===== src/rtl/aq_fadd_pkg.sv =====
// Shared types and constants for the FP adder pipeline: format/rounding-mode
// encodings, per-format exponent limits, fflags bit positions and the EX3 register image.
package aq_fadd_pkg;

  localparam int RSLT_W = 64;
  localparam int FLAG_W = 5;

  typedef enum logic [1:0] {
    FMT_D  = 2'b00,
    FMT_S  = 2'b01,
    FMT_H  = 2'b10,
    FMT_BF = 2'b11
  } fmt_e;

  typedef enum logic [2:0] {
    RM_RNE = 3'b000,
    RM_RTZ = 3'b001,
    RM_RDN = 3'b010,
    RM_RUP = 3'b011,
    RM_RMM = 3'b100
  } rm_e;

  localparam logic [11:0] EMAX_D  = 12'd2047;
  localparam logic [11:0] EMAX_S  = 12'd255;
  localparam logic [11:0] EMAX_H  = 12'd31;
  localparam logic [11:0] EMAX_BF = 12'd255;

  localparam int FRAC_W_D  = 52;
  localparam int FRAC_W_S  = 23;
  localparam int FRAC_W_H  = 10;
  localparam int FRAC_W_BF = 7;

  localparam int FLAG_NV = 4;
  localparam int FLAG_DZ = 3;
  localparam int FLAG_OF = 2;
  localparam int FLAG_UF = 1;
  localparam int FLAG_NX = 0;

  typedef struct packed {
    logic [1:0]        fmt;
    logic [2:0]        rm;
    logic              sign;
    logic [11:0]       expnt;
    logic [53:0]       mant_d;
    logic [24:0]       mant_s;
    logic [11:0]       mant_h;
    logic [8:0]        mant_bf;
    logic              nx;
    logic              spec_vld;
    logic [RSLT_W-1:0] spec_rslt;
    logic              spec_nv;
  } ex3_data_t;

  // Overflow saturates to infinity only when rounding points away from zero.
  function automatic logic ovfl_to_inf(input logic sign, input logic [2:0] rm);
    logic inf_v;
    inf_v = 1'b0;
    case (rm)
      RM_RNE, RM_RMM: inf_v = 1'b1;
      RM_RUP:         inf_v = ~sign;
      RM_RDN:         inf_v = sign;
      default:        inf_v = 1'b0;
    endcase
    return inf_v;
  endfunction

endpackage


===== src/rtl/aq_fadd_ex3_pack_if.sv =====
// EX2 -> EX3 operand bundle plus the EX3 result/handshake signals.
interface aq_fadd_ex3_pack_if;
  import aq_fadd_pkg::*;

  logic              ex2_vld;
  logic [1:0]        ex2_fmt;
  logic [2:0]        ex2_rm;
  logic              ex2_act_s;
  logic [11:0]       ex2_expnt;
  logic [53:0]       ex2_double_addsub_rslt;
  logic [24:0]       ex2_single0_addsub_rslt;
  logic [11:0]       ex2_half0_addsub_rslt;
  logic [8:0]        ex2_bhalf0_addsub_rslt;
  logic              ex2_nx;
  logic              ex2_special_value_vld;
  logic [RSLT_W-1:0] ex2_special_rslt;
  logic              ex2_special_nv;
  logic              ex3_stall;
  logic              pipe_flush;
  logic              ex2_stall;
  logic              ex3_rslt_vld;
  logic [RSLT_W-1:0] ex3_rslt;
  logic [FLAG_W-1:0] ex3_fflags;

  modport master (
    output ex2_vld, ex2_fmt, ex2_rm, ex2_act_s, ex2_expnt,
           ex2_double_addsub_rslt, ex2_single0_addsub_rslt,
           ex2_half0_addsub_rslt, ex2_bhalf0_addsub_rslt, ex2_nx,
           ex2_special_value_vld, ex2_special_rslt, ex2_special_nv,
           ex3_stall, pipe_flush,
    input  ex2_stall, ex3_rslt_vld, ex3_rslt, ex3_fflags
  );

  modport slave (
    input  ex2_vld, ex2_fmt, ex2_rm, ex2_act_s, ex2_expnt,
           ex2_double_addsub_rslt, ex2_single0_addsub_rslt,
           ex2_half0_addsub_rslt, ex2_bhalf0_addsub_rslt, ex2_nx,
           ex2_special_value_vld, ex2_special_rslt, ex2_special_nv,
           ex3_stall, pipe_flush,
    output ex2_stall, ex3_rslt_vld, ex3_rslt, ex3_fflags
  );

endinterface


===== src/rtl/aq_fadd_ex3_ovfl_sel.sv =====
// Overflow result pattern: signed infinity or largest finite value, NaN-boxed
// for the narrow formats.
module aq_fadd_ex3_ovfl_sel
  import aq_fadd_pkg::*;
(
  input  logic              sign,
  input  logic [2:0]        rm,
  input  logic [1:0]        fmt,
  output logic [RSLT_W-1:0] ovfl_rslt
);

  logic to_inf_s;

  assign to_inf_s = ovfl_to_inf(sign, rm);

  // Per-format infinity / max-finite encoding.
  always_comb begin
    ovfl_rslt = {RSLT_W{1'b0}};
    case (fmt)
      FMT_D: begin
        if (to_inf_s) ovfl_rslt = {sign, 11'h7FF, 52'd0};
        else          ovfl_rslt = {sign, 11'h7FE, {52{1'b1}}};
      end
      FMT_S: begin
        if (to_inf_s) ovfl_rslt = {32'hFFFF_FFFF, sign, 8'hFF, 23'd0};
        else          ovfl_rslt = {32'hFFFF_FFFF, sign, 8'hFE, {23{1'b1}}};
      end
      FMT_H: begin
        if (to_inf_s) ovfl_rslt = {48'hFFFF_FFFF_FFFF, sign, 5'h1F, 10'd0};
        else          ovfl_rslt = {48'hFFFF_FFFF_FFFF, sign, 5'h1E, {10{1'b1}}};
      end
      FMT_BF: begin
        if (to_inf_s) ovfl_rslt = {48'hFFFF_FFFF_FFFF, sign, 8'hFF, 7'd0};
        else          ovfl_rslt = {48'hFFFF_FFFF_FFFF, sign, 8'hFE, {7{1'b1}}};
      end
      default: ovfl_rslt = {RSLT_W{1'b0}};
    endcase
  end

endmodule


===== src/rtl/aq_fadd_ex3_pack.sv =====
// EX3 of the vector FP adder: one register stage over the rounded EX2 result,
// followed by exponent adjust, overflow/underflow detection and IEEE packing.
module aq_fadd_ex3_pack
  import aq_fadd_pkg::*;
(
  input  logic               forever_cpuclk,
  input  logic               cpurst,
  aq_fadd_ex3_pack_if.slave  ex_if
);

  logic              ex3_vld_r;
  ex3_data_t         data_r;
  ex3_data_t         data_nxt_s;
  logic              capture_s;
  logic              load_en_s;
  logic              carry_s;
  logic              hid_s;
  logic [51:0]       frac_s;
  logic [11:0]       emax_s;
  logic [11:0]       e_s;
  logic              ovf_s;
  logic [RSLT_W-1:0] norm_rslt_s;
  logic [RSLT_W-1:0] ovfl_rslt_s;
  logic [RSLT_W-1:0] rslt_s;
  logic [FLAG_W-1:0] fflags_s;

  assign ex_if.ex2_stall = ex3_vld_r & ex_if.ex3_stall;
  assign capture_s       = ex_if.ex2_vld & ~ex_if.ex2_stall & ~ex_if.pipe_flush;
  assign load_en_s       = capture_s | (ex3_vld_r & ~ex_if.ex3_stall);

  // Gather the EX2 operand image into the register struct.
  always_comb begin
    data_nxt_s           = '0;
    data_nxt_s.fmt       = ex_if.ex2_fmt;
    data_nxt_s.rm        = ex_if.ex2_rm;
    data_nxt_s.sign      = ex_if.ex2_act_s;
    data_nxt_s.expnt     = ex_if.ex2_expnt;
    data_nxt_s.mant_d    = ex_if.ex2_double_addsub_rslt;
    data_nxt_s.mant_s    = ex_if.ex2_single0_addsub_rslt;
    data_nxt_s.mant_h    = ex_if.ex2_half0_addsub_rslt;
    data_nxt_s.mant_bf   = ex_if.ex2_bhalf0_addsub_rslt;
    data_nxt_s.nx        = ex_if.ex2_nx;
    data_nxt_s.spec_vld  = ex_if.ex2_special_value_vld;
    data_nxt_s.spec_rslt = ex_if.ex2_special_rslt;
    data_nxt_s.spec_nv   = ex_if.ex2_special_nv;
  end

  // Valid bit: flush beats capture; a stalled op is held, otherwise it retires.
  always_ff @(posedge forever_cpuclk) begin
    if (cpurst) begin
      ex3_vld_r <= 1'b0;
    end else if (ex_if.pipe_flush) begin
      ex3_vld_r <= 1'b0;
    end else if (capture_s) begin
      ex3_vld_r <= 1'b1;
    end else begin
      ex3_vld_r <= ex3_vld_r & ex_if.ex3_stall;
    end
  end

  // Data registers load on capture or drain, and hold while stalled.
  always_ff @(posedge forever_cpuclk) begin
    if (cpurst) begin
      data_r <= '0;
    end else if (load_en_s) begin
      data_r <= data_nxt_s;
    end
  end

  // Select the active mantissa; a round carry shifts the fraction down one place.
  always_comb begin
    carry_s = 1'b0;
    hid_s   = 1'b0;
    frac_s  = 52'd0;
    emax_s  = EMAX_D;
    case (data_r.fmt)
      FMT_D: begin
        carry_s = data_r.mant_d[FRAC_W_D+1];
        hid_s   = data_r.mant_d[FRAC_W_D];
        emax_s  = EMAX_D;
        if (carry_s) frac_s = data_r.mant_d[FRAC_W_D:1];
        else         frac_s = data_r.mant_d[FRAC_W_D-1:0];
      end
      FMT_S: begin
        carry_s = data_r.mant_s[FRAC_W_S+1];
        hid_s   = data_r.mant_s[FRAC_W_S];
        emax_s  = EMAX_S;
        if (carry_s) frac_s = {29'd0, data_r.mant_s[FRAC_W_S:1]};
        else         frac_s = {29'd0, data_r.mant_s[FRAC_W_S-1:0]};
      end
      FMT_H: begin
        carry_s = data_r.mant_h[FRAC_W_H+1];
        hid_s   = data_r.mant_h[FRAC_W_H];
        emax_s  = EMAX_H;
        if (carry_s) frac_s = {42'd0, data_r.mant_h[FRAC_W_H:1]};
        else         frac_s = {42'd0, data_r.mant_h[FRAC_W_H-1:0]};
      end
      FMT_BF: begin
        carry_s = data_r.mant_bf[FRAC_W_BF+1];
        hid_s   = data_r.mant_bf[FRAC_W_BF];
        emax_s  = EMAX_BF;
        if (carry_s) frac_s = {45'd0, data_r.mant_bf[FRAC_W_BF:1]};
        else         frac_s = {45'd0, data_r.mant_bf[FRAC_W_BF-1:0]};
      end
      default: begin
        carry_s = 1'b0;
        hid_s   = 1'b0;
        frac_s  = 52'd0;
        emax_s  = EMAX_D;
      end
    endcase
  end

  // Exponent adjust; no hidden bit means a denormal or zero with E = 0.
  always_comb begin
    e_s = 12'd0;
    if (carry_s) begin
      e_s = data_r.expnt + 12'd1;
    end else if (hid_s) begin
      e_s = data_r.expnt;
    end else begin
      e_s = 12'd0;
    end
  end

  assign ovf_s = (e_s >= emax_s);

  // Pack sign/exponent/fraction; narrow formats are NaN-boxed.
  always_comb begin
    norm_rslt_s = {RSLT_W{1'b0}};
    case (data_r.fmt)
      FMT_D:   norm_rslt_s = {data_r.sign, e_s[10:0], frac_s};
      FMT_S:   norm_rslt_s = {32'hFFFF_FFFF, data_r.sign, e_s[7:0], frac_s[22:0]};
      FMT_H:   norm_rslt_s = {48'hFFFF_FFFF_FFFF, data_r.sign, e_s[4:0], frac_s[9:0]};
      FMT_BF:  norm_rslt_s = {48'hFFFF_FFFF_FFFF, data_r.sign, e_s[7:0], frac_s[6:0]};
      default: norm_rslt_s = {RSLT_W{1'b0}};
    endcase
  end

  aq_fadd_ex3_ovfl_sel u_ovfl_sel (
    .sign      (data_r.sign),
    .rm        (data_r.rm),
    .fmt       (data_r.fmt),
    .ovfl_rslt (ovfl_rslt_s)
  );

  // Final result/flag select; the special override suppresses rounding flags.
  always_comb begin
    rslt_s   = {RSLT_W{1'b0}};
    fflags_s = {FLAG_W{1'b0}};
    if (!ex3_vld_r) begin
      rslt_s   = {RSLT_W{1'b0}};
      fflags_s = {FLAG_W{1'b0}};
    end else if (data_r.spec_vld) begin
      rslt_s            = data_r.spec_rslt;
      fflags_s[FLAG_NV] = data_r.spec_nv;
    end else begin
      if (ovf_s) rslt_s = ovfl_rslt_s;
      else       rslt_s = norm_rslt_s;
      fflags_s[FLAG_OF] = ovf_s;
      fflags_s[FLAG_UF] = (e_s == 12'd0) & data_r.nx;
      fflags_s[FLAG_NX] = data_r.nx | ovf_s;
    end
  end

  assign ex_if.ex3_rslt_vld = ex3_vld_r;
  assign ex_if.ex3_rslt     = rslt_s;
  assign ex_if.ex3_fflags   = fflags_s;

endmodule


===== src/flat_wrapper.sv =====
// flat-port wrapper written by rule: the top's interface ports become plain ports
module aq_fadd_ex3_pack_flat import aq_fadd_pkg::*;
  (forever_cpuclk, cpurst, ex_if_ex2_vld, ex_if_ex2_fmt, ex_if_ex2_rm, ex_if_ex2_act_s, ex_if_ex2_expnt, ex_if_ex2_double_addsub_rslt, ex_if_ex2_single0_addsub_rslt, ex_if_ex2_half0_addsub_rslt, ex_if_ex2_bhalf0_addsub_rslt, ex_if_ex2_nx, ex_if_ex2_special_value_vld, ex_if_ex2_special_rslt, ex_if_ex2_special_nv, ex_if_ex3_stall, ex_if_pipe_flush, ex_if_ex2_stall, ex_if_ex3_rslt_vld, ex_if_ex3_rslt, ex_if_ex3_fflags);
  aq_fadd_ex3_pack_if ex_if_i ();
  input  logic forever_cpuclk;
  input  logic cpurst;
  input wire logic [$bits(ex_if_i.ex2_vld)-1:0] ex_if_ex2_vld;
  input wire logic [$bits(ex_if_i.ex2_fmt)-1:0] ex_if_ex2_fmt;
  input wire logic [$bits(ex_if_i.ex2_rm)-1:0] ex_if_ex2_rm;
  input wire logic [$bits(ex_if_i.ex2_act_s)-1:0] ex_if_ex2_act_s;
  input wire logic [$bits(ex_if_i.ex2_expnt)-1:0] ex_if_ex2_expnt;
  input wire logic [$bits(ex_if_i.ex2_double_addsub_rslt)-1:0] ex_if_ex2_double_addsub_rslt;
  input wire logic [$bits(ex_if_i.ex2_single0_addsub_rslt)-1:0] ex_if_ex2_single0_addsub_rslt;
  input wire logic [$bits(ex_if_i.ex2_half0_addsub_rslt)-1:0] ex_if_ex2_half0_addsub_rslt;
  input wire logic [$bits(ex_if_i.ex2_bhalf0_addsub_rslt)-1:0] ex_if_ex2_bhalf0_addsub_rslt;
  input wire logic [$bits(ex_if_i.ex2_nx)-1:0] ex_if_ex2_nx;
  input wire logic [$bits(ex_if_i.ex2_special_value_vld)-1:0] ex_if_ex2_special_value_vld;
  input wire logic [$bits(ex_if_i.ex2_special_rslt)-1:0] ex_if_ex2_special_rslt;
  input wire logic [$bits(ex_if_i.ex2_special_nv)-1:0] ex_if_ex2_special_nv;
  input wire logic [$bits(ex_if_i.ex3_stall)-1:0] ex_if_ex3_stall;
  input wire logic [$bits(ex_if_i.pipe_flush)-1:0] ex_if_pipe_flush;
  output wire logic [$bits(ex_if_i.ex2_stall)-1:0] ex_if_ex2_stall;
  output wire logic [$bits(ex_if_i.ex3_rslt_vld)-1:0] ex_if_ex3_rslt_vld;
  output wire logic [$bits(ex_if_i.ex3_rslt)-1:0] ex_if_ex3_rslt;
  output wire logic [$bits(ex_if_i.ex3_fflags)-1:0] ex_if_ex3_fflags;
  assign ex_if_i.ex2_vld = ex_if_ex2_vld;
  assign ex_if_i.ex2_fmt = ex_if_ex2_fmt;
  assign ex_if_i.ex2_rm = ex_if_ex2_rm;
  assign ex_if_i.ex2_act_s = ex_if_ex2_act_s;
  assign ex_if_i.ex2_expnt = ex_if_ex2_expnt;
  assign ex_if_i.ex2_double_addsub_rslt = ex_if_ex2_double_addsub_rslt;
  assign ex_if_i.ex2_single0_addsub_rslt = ex_if_ex2_single0_addsub_rslt;
  assign ex_if_i.ex2_half0_addsub_rslt = ex_if_ex2_half0_addsub_rslt;
  assign ex_if_i.ex2_bhalf0_addsub_rslt = ex_if_ex2_bhalf0_addsub_rslt;
  assign ex_if_i.ex2_nx = ex_if_ex2_nx;
  assign ex_if_i.ex2_special_value_vld = ex_if_ex2_special_value_vld;
  assign ex_if_i.ex2_special_rslt = ex_if_ex2_special_rslt;
  assign ex_if_i.ex2_special_nv = ex_if_ex2_special_nv;
  assign ex_if_i.ex3_stall = ex_if_ex3_stall;
  assign ex_if_i.pipe_flush = ex_if_pipe_flush;
  assign ex_if_ex2_stall = ex_if_i.ex2_stall;
  assign ex_if_ex3_rslt_vld = ex_if_i.ex3_rslt_vld;
  assign ex_if_ex3_rslt = ex_if_i.ex3_rslt;
  assign ex_if_ex3_fflags = ex_if_i.ex3_fflags;
  aq_fadd_ex3_pack u_core (.forever_cpuclk(forever_cpuclk), .cpurst(cpurst), .ex_if(ex_if_i));
endmodule

===== config.mk =====
export PLATFORM = sky130hd
export DESIGN_NAME = aq_fadd_ex3_pack_flat
export DESIGN_NICKNAME = d
export VERILOG_FILES = /design/src/rtl/aq_fadd_pkg.sv /design/src/rtl/aq_fadd_ex3_pack_if.sv /design/src/rtl/aq_fadd_ex3_ovfl_sel.sv /design/src/rtl/aq_fadd_ex3_pack.sv /design/src/flat_wrapper.sv
export SDC_FILE = /design/constraint.sdc
export NUM_CORES = 1
export LEC_CHECK = 0
export ABC_AREA = 0
export CORE_UTILIZATION = 50
export DETAILED_ROUTE_END_ITERATION = 12
export DONT_BUFFER_PORTS = 1
export PLACE_DENSITY_LB_ADDON = 0.1
export REMOVE_ABC_BUFFERS = 1
export SYNTH_ARGS = -nofsm -noshare
export SYNTH_HDL_FRONTEND = slang
export SYNTH_SLANG_ARGS = --single-unit

===== constraint.sdc =====
create_clock -name forever_cpuclk -period 8.4 [get_ports forever_cpuclk]
set_clock_uncertainty 0.2 [all_clocks]
set_input_delay 1.26 -clock forever_cpuclk [delete_from_list [all_inputs] [get_ports forever_cpuclk]]
set_output_delay 1.26 -clock forever_cpuclk [all_outputs]
set_load 0.05 [all_outputs]

### Yosys cells after proc, flatten, opt, wreduce, memory -nomap -nowiden

Index checks and enable logic that the tools add are counted.

* bitwise operators: 11
* add/sub/neg operators: 1
* $lt $le $gt $ge: 1
* reduce and logical (&&, ||, !) cells: 6
* mux-type cells: 25
* equal/unequal tests: 6

Operators with widths (count)
* 64-bit case mux with 4 select lines: 2
* 64-bit 2-to-1 mux: 3
* 52-bit case mux with 3 select lines: 1
* 53-bit 2-to-1 mux: 1
* 52-bit 2-to-1 mux: 1
* 12-bit case mux with 3 select lines: 1
* 12-bit 2-to-1 mux: 2
* 24-bit 2-to-1 mux: 1
* 23-bit 2-to-1 mux: 1
* 12-bit by 1-bit adder with 12-bit output, second input constant: 1
* 12-bit greater-or-equal comparator: 1
* 12-bit zero test: 1
* 11-bit 2-to-1 mux: 1
* 10-bit 2-to-1 mux: 1
* 8-bit 2-to-1 mux: 1
* 1-bit case mux with 4 select lines: 2
* 7-bit 2-to-1 mux: 1
* 3-bit by 2-bit == test with 1-bit output, second input constant: 2
* 3-bit 2-to-1 mux: 2
* 2-bit OR reduction: 3
* 1-bit bitwise AND: 5
* 2-bit == test, second input constant: 2
* 1-bit inverter: 4
* 3-bit == test, second input constant: 1
* 6 further kinds: 9

* register bits: 186
* input bits: 190
* output and inout bits: 71

### Longest topological paths before layout

Gate-level depths: netlist of the first run.

* depth in word-level cells: 8
* depth in mapped cells: 17

### Modules after synthesis

A second synthesis of the first run with hierarchy kept.

* cell total of the unflattened synthesis: 1491
* area, all modules: 11269.6 um2

Modules (own cells, without submodules)
* aq_fadd_ex3_pack: times used 1, seq. area each 3723.6 um2, area each 10665.2 um2, cells each 1403
* aq_fadd_ex3_ovfl_sel: times used 1, seq. area each 0.0 um2, area each 604.3 um2, cells each 88

### Worst setup path before layout of the first run

Ideal clock, no wire load.

* path type: register -> output
* start point: reg u_core.data_r[183] (netlist name)
* end point: out ex_if_ex3_rslt[23]
* path buffers: 3
* arrival time: 4.325 ns
* cell stages (with the launch flop): 15
* slack: 2.615 ns
* data required time: 6.940 ns
* cell sequence: dfxtp_1 buf_6 mux4_2 buf_6 a21o_1 a21o_1 ha_1 a2111oi_0 o21ai_0 o21ai_0 o211ai_4 buf_6 o21ai_2 a21boi_0 o32ai_1

* cells in the longest elaborated chain, start to end: 8
* elaborated cells on any way between the ends: 17
* those cells by class: order compare (1); eq/ne (3); mux (11); reduce/logical (2)

RTL lines
* start, declared: RTL line aq_fadd_ex3_pack.sv:12 `ex3_data_t data_r;`
* start signal, assigned: RTL line aq_fadd_ex3_pack.sv:66 `data_r <= data_nxt_s;`
* 2-bit == test, or another cell as far along: RTL line aq_fadd_ex3_ovfl_sel.sv:19, aq_fadd_ex3_pack.sv:76, aq_fadd_ex3_pack.sv:131
* 1-bit case mux with 4 select lines: RTL line aq_fadd_ex3_pack.sv:76 `case (data_r.fmt)`
* 12-bit 2-to-1 mux: RTL line aq_fadd_ex3_pack.sv:119 `end else if (hid_s) begin`
* 12-bit 2-to-1 mux: RTL line aq_fadd_ex3_pack.sv:117 `if (carry_s) begin`
* 12-bit greater-or-equal comparator / 64-bit case mux with 4 select lines (equally long branches): RTL line aq_fadd_ex3_pack.sv:126, aq_fadd_ex3_pack.sv:131
* 64-bit 2-to-1 mux (*): RTL line aq_fadd_ex3_pack.sv:158 `if (ovf_s) rslt_s = ovfl_rslt_s;`
* 64-bit 2-to-1 mux (*): RTL line aq_fadd_ex3_pack.sv:154 `end else if (data_r.spec_vld) begin`
* 64-bit 2-to-1 mux (*): RTL line aq_fadd_ex3_pack.sv:151 `if (!ex3_vld_r) begin`
* end, declared: RTL line flat_wrapper.sv:24 `output wire logic [$bits(ex_if_i.ex3_rslt)-1:0] ex_if_ex3_rslt;`

Every way passes the cells marked *; elsewhere a longest branch is shown, timed or not. The select of a mux whose other input is x is not followed.

### Worst setup path after layout of the first run

* start point: reg u_core.data_r[112] (netlist name)
* end point: out ex_if_ex3_rslt[51]

* cells in the longest elaborated chain, start to end: 6

RTL lines
* 1-bit case mux with 4 select lines: RTL line aq_fadd_ex3_pack.sv:76
* 12-bit 2-to-1 mux: RTL line aq_fadd_ex3_pack.sv:117
* 12-bit greater-or-equal comparator: RTL line aq_fadd_ex3_pack.sv:126 `assign ovf_s = (e_s >= emax_s);`
* 64-bit 2-to-1 mux: RTL line aq_fadd_ex3_pack.sv:158
* 64-bit 2-to-1 mux: RTL line aq_fadd_ex3_pack.sv:154
* 64-bit 2-to-1 mux: RTL line aq_fadd_ex3_pack.sv:151

Every way passes these cells.

==> results.py, run 1 <==
metrics = {
    "worst_setup_path": {
        "path_cells": "mux4_2 -> nand2b_4 -> o21ai_0 -> mux2i_1 -> inv_1 -> ha_1 -> a2111oi_0 -> o21ai_0 -> o21ai_0 -> o211ai_4 -> or2_4 -> a31oi_2 -> a22o_1",
        "critPathLaunchType": "register",
        "cp_max_fo": 26,
        "crit_required_ns": 6.94,
        "crit_top_cell": "o21ai_0",
        "cp-end-kind": "output pin",
        "r2r_setup_slack_ns": 5.50,
        "slowest_delay_ns": 0.93,
        "worstPathArrival_ns": 5.89,
        "crit_slowest_cell": "a31oi_2",
        "cp_top_family": "compound AO/OA/AOI/OAI gates",
        "critPathBufInv": 1,
        "crit_type": "register to output pin",
    },
    "placed_design": {
        "dpl.hpwl_um": 19000,
        "gp_congestion": 0.817,
        "io_buffer_count": 0,
        "placed_cell_area_mm2": 0.00987,
    },
    "grt": {
        "gr-total-overflow": 0,
        "grt_pass1_wl_um": 43200,
        "grt_usage": 0.274,
        "first_global_vias": 7901,
        "grt_start_max_net_pins": 187,
        "grt_antenna_before_repair": 0,
    },
    "detailed_routing": {
        "viasPerCell": 5.78,
        "wl_per_cell_um": 18.9,
        "drt_iter0_markers": 614,
        "drtPass1Iterations": 5,
        "routed_wl_um": 28500,
        "drc": 0,
        "vias": 8692,
        "ant_nets": 0,
    },
    "power_and_ir_drop": {
        "p_leak_nw": 3.57,
        "p_per_area_mw_per_mm2": 200,
        "peakVddDrop_v": 0.000137,
    },
    "synthesis": {
        "syn-instance-count": 1311,
        "synth-simple-area-share": 0.225,
        "synth.avg_cell_area_um2": 7.56,
        "synthXorXnorAreaFrac": 0.000884,
        "ys_seq_area_frac": 0.376,
        "synthFlopType": "dfxtp_1",
        "yosysWarningCount": 0,
        "synth_area_mm2": 0.00991,
        "synth_top_family_by_area": "simple AND/OR/NAND/NOR gates",
        "synthMuxAreaShare": 0.114,
        "synthAdderAreaFrac": 0.0126,
        "synth_compound_area_frac": 0.217,
        "synth-edff-count": 0,
        "ys_async_sr_fraction": 0,
        "synth_cell_types": 68,
        "ys_seq_elements": 186,
    },
    "finish": {
        "syn2layout_area_growth_pct": 5.57,
        "layout_common_cells": "nand2_1 (431), a21oi_1 (217), dfxtp_1 (182), mux2i_1 (74), o21ai_0 (33)",
        "antenna_cells": 0,
        "fin_area_mm2": 0.0105,
        "seq_area_mm2": 0.00373,
        "fillers": 1938,
        "final_common_cell": "nand2_1",
        "layout.nets": 1426,
        "drive_gt1_frac": 0.0718,
        "multi_input_area_mm2": 0.00569,
    },
    "timing": {
        "maxSlewHeadroom": 0.155,
        "setup_violations": 0,
        "timing.final.max_slew_violations": 0,
        "finalCritPeriodShare": 0.876,
        "fmax_ghz": 0.136,
        "tightest_slew_ns": 1.26,
        "finalHoldViolations": 0,
        "min_period_ns": 7.35,
        "timing.setup.tns_ns": 0,
        "rsz0062_at_grt": "no",
    },
    "floorplan": {
        "fp.dieH_um": 143,
        "die_x_um": 143,
        "num_io_pins": 261,
        "start_util": 0.509,
        "rows": 51,
        "core_area_mm2": 0.0195,
        "dieArea_mm2": 0.0204,
    },
    "cts": {
        "cts_tree": "done",
        "cts_root_buf": "clkbuf_16",
        "clk_path_buf_depth": 2,
        "clkSinkCount": 186,
        "cts_resized": 0,
        "cts_setup_buffers": 0,
        "hold_buffers": 0,
        "h-tree-depth": 4,
        "clkSlewWorstSetupHoldPaths_ns": 0.07,
        "numCtsBuffers": 17,
        "clk_latency_ns": 0.43,
    },
    "job": {
        "maxCapViolCount": 0,
    },
    "hold_path": {
        "holdCritPathClass": "register to register",
    },
    "status": {
        "status": "complete, no violations",
    },
}
## flip-flops by register name, summed over array words and instances (netlist names)
register                   cells
u_core.ex_if.ex3_rslt_vld      1
u_core.data_r                185
## power breakdown
| part | total, mW | switching, mW | leakage, nW | internal (mW) |
|---|---|---|---|---|
| combinational | 0.308 | 0.206 | 1.76 | 0.102 |
| sequential | 0.980 | 0.0474 | 1.53 | 0.933 |
| clock | 0.806 | 0.400 | 0.287 | 0.406 |
## cell usage after synthesis, drive strengths merged (4+ instances only)
| cell | n | area (um^2) |
|---|---|---|
| nand2 | 431 | 1620 |
| a21oi | 217 | 1090 |
| dfxtp | 186 | 3720 |
| clkbuf | 88 | 330 |
| mux2i | 74 | 741 |
| o21ai | 54 | 278 |
| buf | 27 | 173 |
| nor2b | 21 | 139 |
| a22o | 20 | 175 |
| a211oi | 19 | 143 |
| a31oi | 19 | 119 |
| nor2 | 18 | 75.1 |
| nor3 | 18 | 101 |
| mux4 | 14 | 323 |
| ha | 10 | 125 |
| o31ai | 10 | 108 |
| inv | 9 | 33.8 |
| nand3 | 8 | 40.0 |
| or3 | 7 | 43.8 |
| and2 | 6 | 37.5 |
| mux2 | 6 | 71.3 |
| a21boi | 5 | 37.5 |
| a22oi | 4 | 40.0 |
| nand2b | 4 | 32.5 |
## per-layer routing
layer	GRT usage	share of wire	vias up
met5	0	0	-
met4	0.0905	0.021	0
met1	0.360	0.45	4042
met3	0.0681	0.069	36
met2	0.437	0.46	288
li1	-	-	4326
## final cells by class
class / instances / share of cell area
clock buffer: 18 / 0.0420
timing repair buffer: 11 / 0.00789
inverter: 9 / 0.00323
sequential: 186 / 0.357
multi-input combinational: 1001 / 0.544
clock inverter: 14 / 0.0147
tap: 265 / 0.0317
## worst paths after layout
path,cells past startpoint,start,endpoint
worst min register to register,2,u_core.data_r[3]$_SDFFE_PP0P_,u_core.data_r[3]$_SDFFE_PP0P_
worst max-delay path,13,u_core.data_r[112]$_SDFFE_PP0P_,ex_if_ex3_rslt[51]
worst max register to register,7,u_core.ex_if.ex3_rslt_vld$_SDFF_PP0_,u_core.data_r[169]$_SDFFE_PP0P_
worst min-delay path,2,u_core.data_r[3]$_SDFFE_PP0P_,u_core.data_r[3]$_SDFFE_PP0P_
## stage by stage
stage,cells,worst slack (ns),utilization,power (mW),hold WS (ns)
2_1_floorplan,1196,0.627,-,1.24,0.222
5_1_grt,1504,0.633,0.538,2.19,0.258
6_report,1504,1.05,0.538,2.09,0.250
3_5_place_dp,1472,1.54,0.507,1.31,0.236
3_3_place_gp,1472,1.62,0.507,1.30,0.231
4_1_cts,1504,1.07,0.538,2.10,0.247
## tightest hold or removal path, stage by stage, from the launching register on
cell	delay [ns]
dfxtp_1	0.31
nand2_1	0.05
a21oi_1	0.05
## cells by family (layout without fill, tap and decap cells)
| group | after synthesis | in the layout |
|---|---|---|
| AO/OA/AOI/OAI | 364 | 364 |
| XOR/XNOR | 1 | 1 |
| adder cells (fa/ha/maj) | 10 | 10 |
| buffers and inverters | 124 | 52 |
| flip-flops | 186 | 186 |
| multiplexers | 94 | 94 |
| other | 1 | 1 |
| AND/OR/NAND/NOR | 531 | 531 |
(Power assumes the default switching activity.)
==> inputs of run 2 (changes only) <==
--- a/config.mk
+++ b/config.mk
@@ -10,7 +10,6 @@
 export DETAILED_ROUTE_END_ITERATION = 12
 export DONT_BUFFER_PORTS = 1
 export PLACE_DENSITY_LB_ADDON = 0.1
-export REMOVE_ABC_BUFFERS = 1
 export SYNTH_ARGS = -nofsm -noshare
 export SYNTH_HDL_FRONTEND = slang
 export SYNTH_SLANG_ARGS = --single-unit
==> results.py, run 2 (synthesis gave the netlist of run 1 again) <==
metrics = {
    "grt": {
        "grt_antenna_before_repair": 1,
        "first_global_vias": 7737,
        "grt_start_max_net_pins": 187,
        "grt_usage": 0.283,
        "grt_pass1_wl_um": 43700,
        "gr-total-overflow": 0,
    },
    "status": {
        "status": "complete, no violations",
    },
    "placed_design": {
        "placed_cell_area_mm2": 0.00988,
        "io_buffer_count": 0,
        "dpl.hpwl_um": 21000,
        "gp_congestion": 0.864,
    },
    "detailed_routing": {
        "vias": 8750,
        "drc": 0,
        "viasPerCell": 5.81,
        "drt_iter0_markers": 711,
        "routed_wl_um": 29300,
        "drtPass1Iterations": 5,
        "ant_nets": 0,
        "wl_per_cell_um": 19.5,
    },
    "finish": {
        "drive_gt1_frac": 0.0725,
        "layout_common_cells": "nand2_1 (431), a21oi_1 (217), dfxtp_1 (183), mux2i_1 (74), o21ai_0 (33)",
        "final_common_cell": "nand2_1",
        "fillers": 1937,
        "layout.nets": 1428,
        "largest_reg_flops": 185,
        "fin_area_mm2": 0.0105,
        "regMostFlops": "u_core.data_r",
        "syn2layout_area_growth_pct": 5.96,
    },
    "floorplan": {
        "start_util": 0.509,
        "dieArea_mm2": 0.0204,
        "num_io_pins": 261,
        "die_x_um": 143,
        "rows": 51,
        "core_area_mm2": 0.0195,
        "fp.dieH_um": 143,
    },
    "timing": {
        "setup_violations": 0,
        "timing.setup.tns_ns": 0,
        "min_period_ns": 7.49,
        "tightest_slew_ns": 1.24,
        "maxSlewHeadroom": 0.169,
        "fmax_ghz": 0.134,
        "timing.hold.ws_ns": 0.245,
        "rsz0062_at_grt": "no",
        "finalCritPeriodShare": 0.892,
        "finalHoldViolations": 0,
        "timing.final.max_slew_violations": 0,
    },
    "cts": {
        "clkSlewWorstSetupHoldPaths_ns": 0.08,
        "hold_buffers": 0,
        "cts_resized": 0,
        "numCtsBuffers": 17,
        "cts_tree": "done",
        "clkSinkCount": 186,
        "cts_root_buf": "clkbuf_16",
        "h-tree-depth": 4,
        "cts_setup_buffers": 0,
        "clk_latency_ns": 0.44,
        "clk_path_buf_depth": 2,
    },
    "hold_path": {
        "holdCritPathClass": "register to register",
    },
    "worst_setup_path": {
        "cp-end-kind": "output pin",
        "crit_slowest_cell": "a31oi_2",
        "crit_top_cell": "o21ai_0",
        "path_cells": "mux4_2 -> nand2b_4 -> o21ai_0 -> mux2i_1 -> inv_1 -> ha_1 -> a2111oi_0 -> o21ai_0 -> o21ai_0 -> o211ai_4 -> or2_4 -> a31oi_2 -> a22o_1",
        "cp_max_fo": 73,
        "crit_type": "register to output pin",
        "critPathLaunchType": "register",
        "worstPathArrival_ns": 6.03,
        "crit_required_ns": 6.94,
        "slowest_delay_ns": 0.93,
    },
    "power_and_ir_drop": {
        "power_mw": 2.14,
        "p_per_area_mw_per_mm2": 203,
        "p_leak_nw": 3.59,
        "peakVddDrop_v": 0.000128,
    },
    "job": {
        "maxCapViolCount": 0,
    },
    "synthesis": {
        "synth_nets": 1511,
    },
}
-- run 2: cell types whose count changed in the layout (fill, tap and decap cells not counted), sizes merged --
cell      delta
buf          +2
bufinv       +1
clkbuf       -1
clkinv       -2
clkinvlp     +1
diode        +1
inv          +1
-- run 2: power by group --
part,switching [mW],internal (mW)
sequential,0.0547,0.932
combinational,0.206,0.102
clock,0.409,0.432
total,0.670,1.47
-- run 2: final timing paths --
path	endpoint	start	cells past startpoint	slack (ns)
min reg2reg	u_core.data_r[57]$_SDFFE_PP0P_	u_core.data_r[57]$_SDFFE_PP0P_	2	0.25
min	u_core.data_r[57]$_SDFFE_PP0P_	u_core.data_r[57]$_SDFFE_PP0P_	2	0.25
max	ex_if_ex3_rslt[33]	u_core.data_r[166]$_SDFFE_PP0P_	13	0.91
max reg2reg	u_core.data_r[83]$_SDFFE_PP0P_	u_core.ex_if.ex3_rslt_vld$_SDFF_PP0_	7	5.03
-- run 2: through the flow --
| stage | setup slack (ns) | std cells | util |
|---|---|---|---|
| 4_1_cts | 0.998 | 1506 | 0.540 |
| 5_1_grt | 0.560 | 1507 | 0.540 |
| 3_3_place_gp | 1.64 | 1474 | 0.508 |
| 2_1_floorplan | 2.62 | 1311 | - |
| 6_report | 0.909 | 1507 | 0.540 |
| 3_5_place_dp | 1.50 | 1474 | 0.508 |
-- run 2: cell type report --
cell class                 count  area (um^2)  share of cell area
timing repair buffer          13         97.6             0.00929
clock buffer                  17          425              0.0405
tap                          265          332              0.0316
inverter                       9         33.8             0.00322
multi-input combinational   1001         5690               0.542
sequential                   186         3730               0.355
clock inverter                15          195              0.0186
antenna                        1         2.50            0.000238
-- run 2: routing by layer --
layer / track usage / vias to the layer above / part of all wire
li1: - / 4331 / -
met1: 0.415 / 4081 / 0.48
met2: 0.408 / 309 / 0.43
met3: 0.0667 / 29 / 0.072
met4: 0.0804 / 0 / 0.015
met5: 0 / - / 0
-- run 2: critical path, delay by kind of cell (launching register included) --
| kind | cells | cell delay [ns] |
|---|---|---|
| compound gates | 7 | 2.60 |
| fa+ha+maj | 1 | 0.22 |
| mux | 2 | 1.05 |
| buf+inv | 1 | 0.12 |
| simple gates | 2 | 0.65 |
| flops | 1 | 0.92 |
